$ cat src/rtl/meta_stim_monitor_if.sv
// Bundle of the run-control, stimulus and result signals between meta_stim_monitor
// and its controller/test circuit; slave is the monitor's view, master the opposite end.
interface meta_stim_monitor_if #(
  parameter int WIDTH = 4,
  parameter int CNT_W = 16
);
  logic             start;
  logic [CNT_W-1:0] num_vectors;
  logic [WIDTH-1:0] async_out;
  logic [WIDTH-1:0] qd_in;
  logic             busy;
  logic             done;
  logic [CNT_W-1:0] err_count;
  logic [WIDTH-1:0] lane_err;
  logic [CNT_W-1:0] first_err_idx;

  modport slave (
    input  start, num_vectors, qd_in,
    output async_out, busy, done, err_count, lane_err, first_err_idx
  );

  modport master (
    output start, num_vectors, qd_in,
    input  async_out, busy, done, err_count, lane_err, first_err_idx
  );
endinterface

$ cat src/rtl/meta_stim_monitor.sv
// LFSR stimulus generator and Qd mismatch checker for the metastability test circuit.
// Optional first-error index capture is built when META_MON_FIRST_ERR_EN is defined.
module meta_stim_monitor #(
  parameter int          WIDTH = 4,
  parameter int          CNT_W = 16,
  parameter logic [15:0] SEED  = 16'hACE1
) (
  input logic             clk,
  input logic             rst_n,
  meta_stim_monitor_if.slave bus
);

  localparam logic [15:0] SEED_EFF = (SEED == 16'h0000) ? 16'hACE1 : SEED;

  localparam logic [2:0] ST_IDLE  = 3'd0;
  localparam logic [2:0] ST_FLUSH = 3'd1;
  localparam logic [2:0] ST_RUN   = 3'd2;
  localparam logic [2:0] ST_DRAIN = 3'd3;
  localparam logic [2:0] ST_DONE  = 3'd4;

  localparam logic [CNT_W-1:0] ONE        = CNT_W'(1);
  localparam logic [CNT_W-1:0] FLUSH_LAST = CNT_W'(2);
  localparam logic [CNT_W-1:0] DRAIN_LAST = CNT_W'(1);
  localparam logic [CNT_W-1:0] CNT_MAX    = {CNT_W{1'b1}};

  logic [2:0]       state;
  logic [CNT_W-1:0] phase_cnt;
  logic [CNT_W-1:0] nv_lat;
  logic [15:0]      lfsr;
  logic [15:0]      lfsr_next;
  logic [WIDTH-1:0] async_q;
  logic [CNT_W-1:0] err_q;
  logic [WIDTH-1:0] lane_q;
  logic             start_ok;
  logic             in_window;
  logic             hit;

  // x^16+x^14+x^13+x^11+1 in right-shifting Fibonacci form
  assign lfsr_next = {lfsr[0] ^ lfsr[2] ^ lfsr[3] ^ lfsr[5], lfsr[15:1]};

  assign start_ok  = (state == ST_IDLE) && bus.start;
  assign in_window = (state == ST_RUN) || (state == ST_DRAIN);
  assign hit       = in_window && (|bus.qd_in);

  always_ff @(posedge clk or negedge rst_n) begin
    if (!rst_n) begin
      state     <= ST_IDLE;
      phase_cnt <= '0;
      nv_lat    <= '0;
    end else begin
      case (state)
        ST_IDLE: begin
          if (bus.start) begin
            state     <= ST_FLUSH;
            nv_lat    <= bus.num_vectors;
            phase_cnt <= '0;
          end
        end
        ST_FLUSH: begin
          if (phase_cnt == FLUSH_LAST) begin
            phase_cnt <= '0;
            state     <= (nv_lat == '0) ? ST_DRAIN : ST_RUN;
          end else begin
            phase_cnt <= phase_cnt + ONE;
          end
        end
        ST_RUN: begin
          if (phase_cnt == nv_lat - ONE) begin
            phase_cnt <= '0;
            state     <= ST_DRAIN;
          end else begin
            phase_cnt <= phase_cnt + ONE;
          end
        end
        ST_DRAIN: begin
          if (phase_cnt == DRAIN_LAST) begin
            phase_cnt <= '0;
            state     <= ST_DONE;
          end else begin
            phase_cnt <= phase_cnt + ONE;
          end
        end
        ST_DONE: begin
          state <= ST_IDLE;
        end
        default: begin
          state     <= ST_IDLE;
          phase_cnt <= '0;
        end
      endcase
    end
  end

  // async_out mirrors the LFSR once it starts stepping and holds outside RUN
  always_ff @(posedge clk or negedge rst_n) begin
    if (!rst_n) begin
      lfsr    <= SEED_EFF;
      async_q <= '0;
    end else if (start_ok) begin
      lfsr <= SEED_EFF;
    end else if (state == ST_RUN) begin
      lfsr    <= lfsr_next;
      async_q <= lfsr_next[WIDTH-1:0];
    end
  end

  always_ff @(posedge clk or negedge rst_n) begin
    if (!rst_n) begin
      err_q  <= '0;
      lane_q <= '0;
    end else if (start_ok) begin
      err_q  <= '0;
      lane_q <= '0;
    end else if (hit) begin
      if (err_q != CNT_MAX) begin
        err_q <= err_q + ONE;
      end
      lane_q <= lane_q | bus.qd_in;
    end
  end

`ifdef META_MON_FIRST_ERR_EN
  logic [CNT_W-1:0] win_idx;
  logic [CNT_W-1:0] fe_idx;
  logic             fe_seen;

  // all-ones doubles as the "no error this run" marker until the first hit lands
  always_ff @(posedge clk or negedge rst_n) begin
    if (!rst_n) begin
      win_idx <= '0;
      fe_idx  <= '0;
      fe_seen <= 1'b0;
    end else if (start_ok) begin
      win_idx <= '0;
      fe_idx  <= CNT_MAX;
      fe_seen <= 1'b0;
    end else if (in_window) begin
      if (hit && !fe_seen) begin
        fe_idx  <= win_idx;
        fe_seen <= 1'b1;
      end
      if (win_idx != CNT_MAX) begin
        win_idx <= win_idx + ONE;
      end
    end
  end

  assign bus.first_err_idx = fe_idx;
`else
  assign bus.first_err_idx = '0;
`endif

  assign bus.async_out = async_q;
  assign bus.err_count = err_q;
  assign bus.lane_err  = lane_q;
  assign bus.busy      = (state == ST_FLUSH) || (state == ST_RUN) || (state == ST_DRAIN);
  assign bus.done      = (state == ST_DONE);

endmodule

$ cat src/flat_wrapper.sv
// flat-port wrapper written by rule: the top's interface ports become plain ports
module meta_stim_monitor_flat 
#(
  parameter int          WIDTH = 4,
  parameter int          CNT_W = 16,
  parameter logic [15:0] SEED  = 16'hACE1
)
  (clk, rst_n, bus_start, bus_num_vectors, bus_qd_in, bus_async_out, bus_busy, bus_done, bus_err_count, bus_lane_err, bus_first_err_idx);
  meta_stim_monitor_if #(.WIDTH(WIDTH), .CNT_W(CNT_W)) bus_i ();
  input logic clk;
  input logic rst_n;
  input wire logic [$bits(bus_i.start)-1:0] bus_start;
  input wire logic [$bits(bus_i.num_vectors)-1:0] bus_num_vectors;
  input wire logic [$bits(bus_i.qd_in)-1:0] bus_qd_in;
  output wire logic [$bits(bus_i.async_out)-1:0] bus_async_out;
  output wire logic [$bits(bus_i.busy)-1:0] bus_busy;
  output wire logic [$bits(bus_i.done)-1:0] bus_done;
  output wire logic [$bits(bus_i.err_count)-1:0] bus_err_count;
  output wire logic [$bits(bus_i.lane_err)-1:0] bus_lane_err;
  output wire logic [$bits(bus_i.first_err_idx)-1:0] bus_first_err_idx;
  assign bus_i.start = bus_start;
  assign bus_i.num_vectors = bus_num_vectors;
  assign bus_i.qd_in = bus_qd_in;
  assign bus_async_out = bus_i.async_out;
  assign bus_busy = bus_i.busy;
  assign bus_done = bus_i.done;
  assign bus_err_count = bus_i.err_count;
  assign bus_lane_err = bus_i.lane_err;
  assign bus_first_err_idx = bus_i.first_err_idx;
  meta_stim_monitor #(.WIDTH(WIDTH), .CNT_W(CNT_W), .SEED(SEED)) u_core (.clk(clk), .rst_n(rst_n), .bus(bus_i));
endmodule
$ cat config.mk
export PLATFORM = sky130hd
export DESIGN_NAME = meta_stim_monitor_flat
export DESIGN_NICKNAME = d
export VERILOG_FILES = /design/src/rtl/meta_stim_monitor_if.sv /design/src/rtl/meta_stim_monitor.sv /design/src/flat_wrapper.sv
export SDC_FILE = /design/constraint.sdc
export NUM_CORES = 1
export LEC_CHECK = 0
export ABC_AREA = 1
export BUFFER_PORTS_ARGS = -buffer_cell sky130_fd_sc_hd__buf_2
export CORE_MARGIN = 8
export CORE_UTILIZATION = 64
export CTS_BUF_LIST = sky130_fd_sc_hd__clkbuf_8
export DETAILED_ROUTE_END_ITERATION = 8
export PLACE_DENSITY = 0.88
export SETUP_SLACK_MARGIN = 0.1
export SLEW_MARGIN = 25
export SYNTH_ARGS = -nofsm -noshare
export SYNTH_HDL_FRONTEND = slang
export SYNTH_SLANG_ARGS = --single-unit
export TNS_END_PERCENT = 1
$ cat constraint.sdc
create_clock -name clk -period 3.3 [get_ports clk]
set_input_delay 0.33 -clock clk [delete_from_list [all_inputs] [get_ports clk]]
set_output_delay 0.33 -clock clk [all_outputs]
set_load 0.01 [all_outputs]
Word level (Yosys, flattened, before mapping)
Cells that the tools add are included.
{"block": "classes", "magnitude_cmp": 0, "reduce_logical": 16, "div": 0, "multipliers": 0, "n_eq_ne": 12, "bitwise_logic": 6, "n_addsub": 3, "n_shift": 0, "mux": 18}
{"operator": "two-way mux 16 bit", "n": 9}
{"operator": "one-hot mux 16 bit (5 select lines)", "n": 1}
{"operator": "adder 16 x 1 -> 16 bit (second input constant)", "n": 2}
{"operator": "equality test 16 x 1 -> 1 bit (second input constant)", "n": 1}
{"operator": "equality test 16 bit", "n": 1}
{"operator": "equality test 16 x 2 -> 1 bit (second input constant)", "n": 1}
{"operator": "zero test 16 bit", "n": 1}
{"operator": "inequality test 16 bit (second input constant)", "n": 1}
{"operator": "subtractor 16 x 1 -> 16 bit (second input constant)", "n": 1}
{"operator": "two-way mux 3 bit", "n": 4}
{"operator": "one-hot mux 3 bit (4 select lines)", "n": 1}
{"operator": "two-way mux 4 bit", "n": 2}
{"operator": "AND reduction 2 bit", "n": 4}
{"operator": "equality test 3 x 2 -> 1 bit (second input constant)", "n": 2}
{"operator": "inequality test 2 x 1 -> 1 bit (second input constant)", "n": 3}
{"operator": "nonzero test 2 bit", "n": 3}
{"operator": "OR 4 bit", "n": 1}
{"operator": "AND reduction 4 bit", "n": 1}
{"operator": "OR reduction 4 bit", "n": 1}
{"operator": "equality test 3 x 1 -> 1 bit (second input constant)", "n": 1}
{"operator": "equality test 3 bit (second input constant)", "n": 1}
{"operator": "zero test 3 bit", "n": 1}
{"operator": "logical OR 1 bit", "n": 3}
{"operator": "bitwise XOR 1 bit", "n": 3}
{"operator": "other kinds (4)", "n": 6}
{"block": "totals", "output_inout_bits": 42, "reg_bits": 75, "wordCells": 62, "mem_bits_rw": 0, "mem_count": 0, "romBits": 0, "input_bits": 23, "latch_bits": 0}

Depth between registers and ports, before layout
{"block": "logic_depth", "word_depth": 5, "depth_mapped": 16, "depth_no_buf": 15}

Worst setup path after synthesis
No wires, ideal clock.
{"block": "synth_timing", "path_kind": "flip-flop to flip-flop", "from": "register u_core.nv_lat[0]", "to": "register u_core.phase_cnt[13]", "n_path_buf": 1, "setup_slack_ps": 1346, "synth_period_minus_slack_ps": 1954, "t_required_ps": 3170, "arrival_ps": 1824, "setup_time_ps": 130, "stages_incl_launch_ff": 17, "cell_sequence": "dfrtp_1 > inv_2 > ha_1 > nand3_4 > nor2_8 > nand2_1 > nand2_1 > nand2_1 > nand2_1 > nand2_1 > nor2_1 > nand4_1 > nand2_2 > nand2_4 > buf_6 > nand2_2 > o21ai_1"}
{"block": "synth_between", "elab_chain_cells": 4}
{"element": "start, declared", "line_no": "meta_stim_monitor.sv:28", "source": "logic [CNT_W-1:0] nv_lat;"}
{"element": "start signal, assigned", "line_no": "meta_stim_monitor.sv:55", "source": "nv_lat <= bus.num_vectors;"}
{"element": "subtractor 16 x 1 -> 16 bit", "line_no": "meta_stim_monitor.sv:68", "source": "if (phase_cnt == nv_lat - ONE) begin"}
{"element": "equality test 16 bit", "line_no": "meta_stim_monitor.sv:68"}
{"element": "two-way mux 16 bit", "line_no": "meta_stim_monitor.sv:68"}
{"element": "one-hot mux 16 bit (5 select lines)", "line_no": "meta_stim_monitor.sv:51", "source": "case (state)"}
{"element": "end signal, assigned", "line_no": "meta_stim_monitor.sv:64", "source": "phase_cnt <= phase_cnt + ONE;"}
{"element": "end signal, assigned", "line_no": "meta_stim_monitor.sv:72", "source": "phase_cnt <= phase_cnt + ONE;"}
{"element": "end signal, assigned", "line_no": "meta_stim_monitor.sv:80", "source": "phase_cnt <= phase_cnt + ONE;"}
{"element": "end, declared", "line_no": "meta_stim_monitor.sv:27", "source": "logic [CNT_W-1:0] phase_cnt;"}
Every way passes these cells.
A chain may end at the register's enable or synchronous reset.

Worst setup path after layout
{"block": "layout_timing", "from": "register u_core.nv_lat[0]", "to": "register u_core.phase_cnt[4]"}
The elaborated chain is that of the path after synthesis.

==> impl_metrics.csv <==
group,metric,value,unit
sta,holdWs,0.174,ns
synthesis,synth_area,0.00444,sq mm
sta,fin_tns_setup,0,ns
routing,wirelength,10.1,mm
worst_setup_path,path_class,"register to register",
die,dieArea,0.00986,sq mm
hold_path,hold_end,"u_core.nv_lat[5]$_DFFE_PN0P_",
synthesis,avgSynthCellArea,7.52,sq um
worst_setup_path,worstPathRequired,3.49,ns
hold_path,hold_start,"bus_num_vectors[5]",
sta,hold_viol_final,0,
synthesis,synthTopCellsByCount,"nand2_1 (162), inv_1 (80), dfrtp_1 (67)",
routing,vias,3915,
synthesis,ys_ff_latch,75,
routing,routed_via_density,5.39,
cts,insertion_delay,0.36,ns
sta,tightest_slew,0.974,ns
global_routing,grt_overflow,0,
worst_setup_path,regToRegSetupSlack,1.05,ns
sta,max_slew_margin,34.9,%
place,dp_hpwl,7.51,mm
global_routing,grt_max_degree,50,
routing,wl_per_cell,13.8,um
synthesis,synth_cells,591,
die,core-area,0.00676,sq mm
cts,cts-buffers-inserted,9,
hold_path,hold_class,"input port to register",
sta,setup_slack,1.05,ns
die,start_util,65.7,%
cts,cts_tree,"yes",
routing,drc,0,
die,dieWidth,99.3,um
final_layout,register_area,0.00189,sq mm
global_routing,grt_pass1_vias,3852,
sta,post-route-min-period,2.25,ns
job,drv_cap,0,
synthesis,ys_seq_area_share,42.5,%
cts,clkTransAtPathRegs,0.09,ns
global_routing,antenna_found_initial,0,
cts,h-tree-depth,3,
final_layout,syn2layout_area_growth,10.2,%
sta,setup_viol,0,
die,io_pins,65,
worst_setup_path,timing.rr.end,"u_core.phase_cnt[4]$_DFFE_PN0P_",
worst_setup_path,rr_worst_depth,15,
synthesis,async_flop_share,100,%
cts,cts_sinks,75,
worst_setup_path,r2r_start,"u_core.nv_lat[0]$_DFFE_PN0P_",
synthesis,yosys.area.top_type_share,37.7,%
cts,clk_path_buf_depth,2,
final_layout,fillers,507,
final_layout,num_antenna_cells,0,
worst_setup_path,cp.arrival,2.44,ns
worst_setup_path,crit_path_start_kind,"register",
routing,drtAntennaViolNets,0,
sta,finClkSkew,0.0113,ns
synthesis,synthDistinctLibCells,42,
hold_path,min_path_cells,3,
synthesis,yosysMostFrequentCell,"nand2_1",
final_layout,final_util,72.4,%
sta,drv_slew,0,
final_layout,nets,670,
sta,rsz0062_at_grt,"no",
cts,cts-root-buf,"clkbuf_8",
routing,dr.pass1.iters,5,
global_routing,grt_pass1_wl,17.0,mm
synthesis,yosysWarnings,0,
place,dp_worst_setup_slack,1.08,ns
die,rows,30,
final_layout,multiInputGateArea,0.00211,sq mm
synthesis,synth_top_cell_by_area,"dfrtp_1",
routing,drtIter0Drc,210,
synthesis,yosys-top-cells-area,"dfrtp_1 (38%), nand2_1 (14%), inv_1 (6.8%)",
worst_setup_path,endpoint_kind,"register",
pwr,power_density,829,mW/mm^2
global_routing,track_usage,21.1,%
run_status,status,"completed",
pwr,p_leak,2.63,nW
synthesis,synth-edff-count,0,
sta,max_freq,444,MHz
sta,finalCritPeriodShare,68.2,%
pwr,vdd_drop_max,0.629,mV
synthesis,ys.flop_type,"dfrtp_1",
die,die_h,99.3,um
pwr,p_total,4.06,mW
worst_setup_path,critPathMaxFanout,15,
place,port_buffers,48,
final_layout,layout-drive-gt1-share,17.8,%
place,routabilityCongestion,0.911,
## report_power, final
part | leakage (nW) | internal [mW] | total [mW] | switching [mW]
sequential | 0.965 | 1.25 | 1.53 | 0.279
clock | 0.0997 | 0.295 | 0.692 | 0.397
combinational | 1.57 | 0.621 | 1.84 | 1.22
## timing repair
item                      CTS  global route
resized for setup           0             0
hold buffers                1             0
hold endpoints to repair   22             0
setup buffers               0             0
## layout make-up
type	count	share of cell area (%)
Clock buffer	9	2.53
Clock inverter	7	1.41
Inverter	87	6.67
Multi-Input combinational cell	416	43.1
Sequential cell	75	38.5
Tap cell	80	2.04
Timing Repair Buffer	53	5.73
## registers in the layout (all words and copies together), names as in the netlist
signal                count
u_core.bus.lane_err       4
u_core.bus.err_count     16
u_core.state              3
u_core.nv_lat            16
u_core.lfsr              16
u_core.phase_cnt         16
u_core.bus.async_out      4
## critical path: stages (launching register included)
cell and delay, ns:
dfrtp_1 0.40, inv_2 0.12, ha_1 0.26, inv_1 0.06, nand2_1 0.08, nand2_1 0.06
nand2_1 0.05, nand3_1 0.09, nor2_1 0.17, nand3_1 0.11, nor2_1 0.09, nand4_1 0.10
nand2_2 0.14, nand2_4 0.17, nand2_1 0.09, o21ai_0 0.10
## stage by stage
stage               instance area (sq um)  cells
CTS                                  4890    727
global route                         4890    727
finish                               4890    727
global placement                     4690    710
detailed placement                   4690    710
floorplan                            4500    606
## per-layer routing
metal | global-route usage, % | share of wire, %
met1 | 24.6 | 43
met3 | 5.38 | 5.6
met4 | 7.92 | 2.0
met2 | 36.5 | 50
met5 | 0 | 0
## placed cells by master, fill, tap and decap left out, types with 2 or more instances in the layout
master,instances
nor4_1,2
buf_4,4
nor2_8,2
nand2_4,2
dfrtp_1,67
nand3_2,3
nand2_1,162
clkinv_4,3
buf_2,48
inv_8,3
xnor2_1,6
nand3b_1,2
conb_1,16
o21ai_1,11
xor2_1,18
inv_2,6
nor2_2,6
nand4_1,14
nand3_1,30
nor2_1,47
nor3_1,10
o21ai_0,34
o31ai_1,3
a21oi_1,13
dfstp_2,8
clkbuf_8,9
inv_1,80
ha_1,5
o211ai_1,3
nand2_2,16
## cells by family (layout without fill, tap and decap cells)
logic type      after synthesis  count (layout)  share of synthesized area (%)
xor+xnor                     25              25                           5.24
other cells                   1              16                         0.0844
simple gates                302             302                           31.3
fa+ha+maj                     5               5                           1.41
buf+inv                     115             156                           11.3
compound gates               68              68                           8.20
flops                        75              75                           42.5
## worst max-delay path by stage
stage                                       endpoint  cells after the start                    startpoint
floorplan           u_core.phase_cnt[13]$_DFFE_PN0P_                     16  u_core.nv_lat[0]$_DFFE_PN0P_
finish               u_core.phase_cnt[4]$_DFFE_PN0P_                     15  u_core.nv_lat[0]$_DFFE_PN0P_
CTS                  u_core.phase_cnt[4]$_DFFE_PN0P_                     15  u_core.nv_lat[0]$_DFFE_PN0P_
detailed placement   u_core.phase_cnt[4]$_DFFE_PN0P_                     15  u_core.nv_lat[0]$_DFFE_PN0P_
global placement     u_core.phase_cnt[3]$_DFFE_PN0P_                     15  u_core.nv_lat[0]$_DFFE_PN0P_
global route         u_core.phase_cnt[4]$_DFFE_PN0P_                     15  u_core.nv_lat[1]$_DFFE_PN0P_
Note: power is estimated with default switching activity, not from simulation.
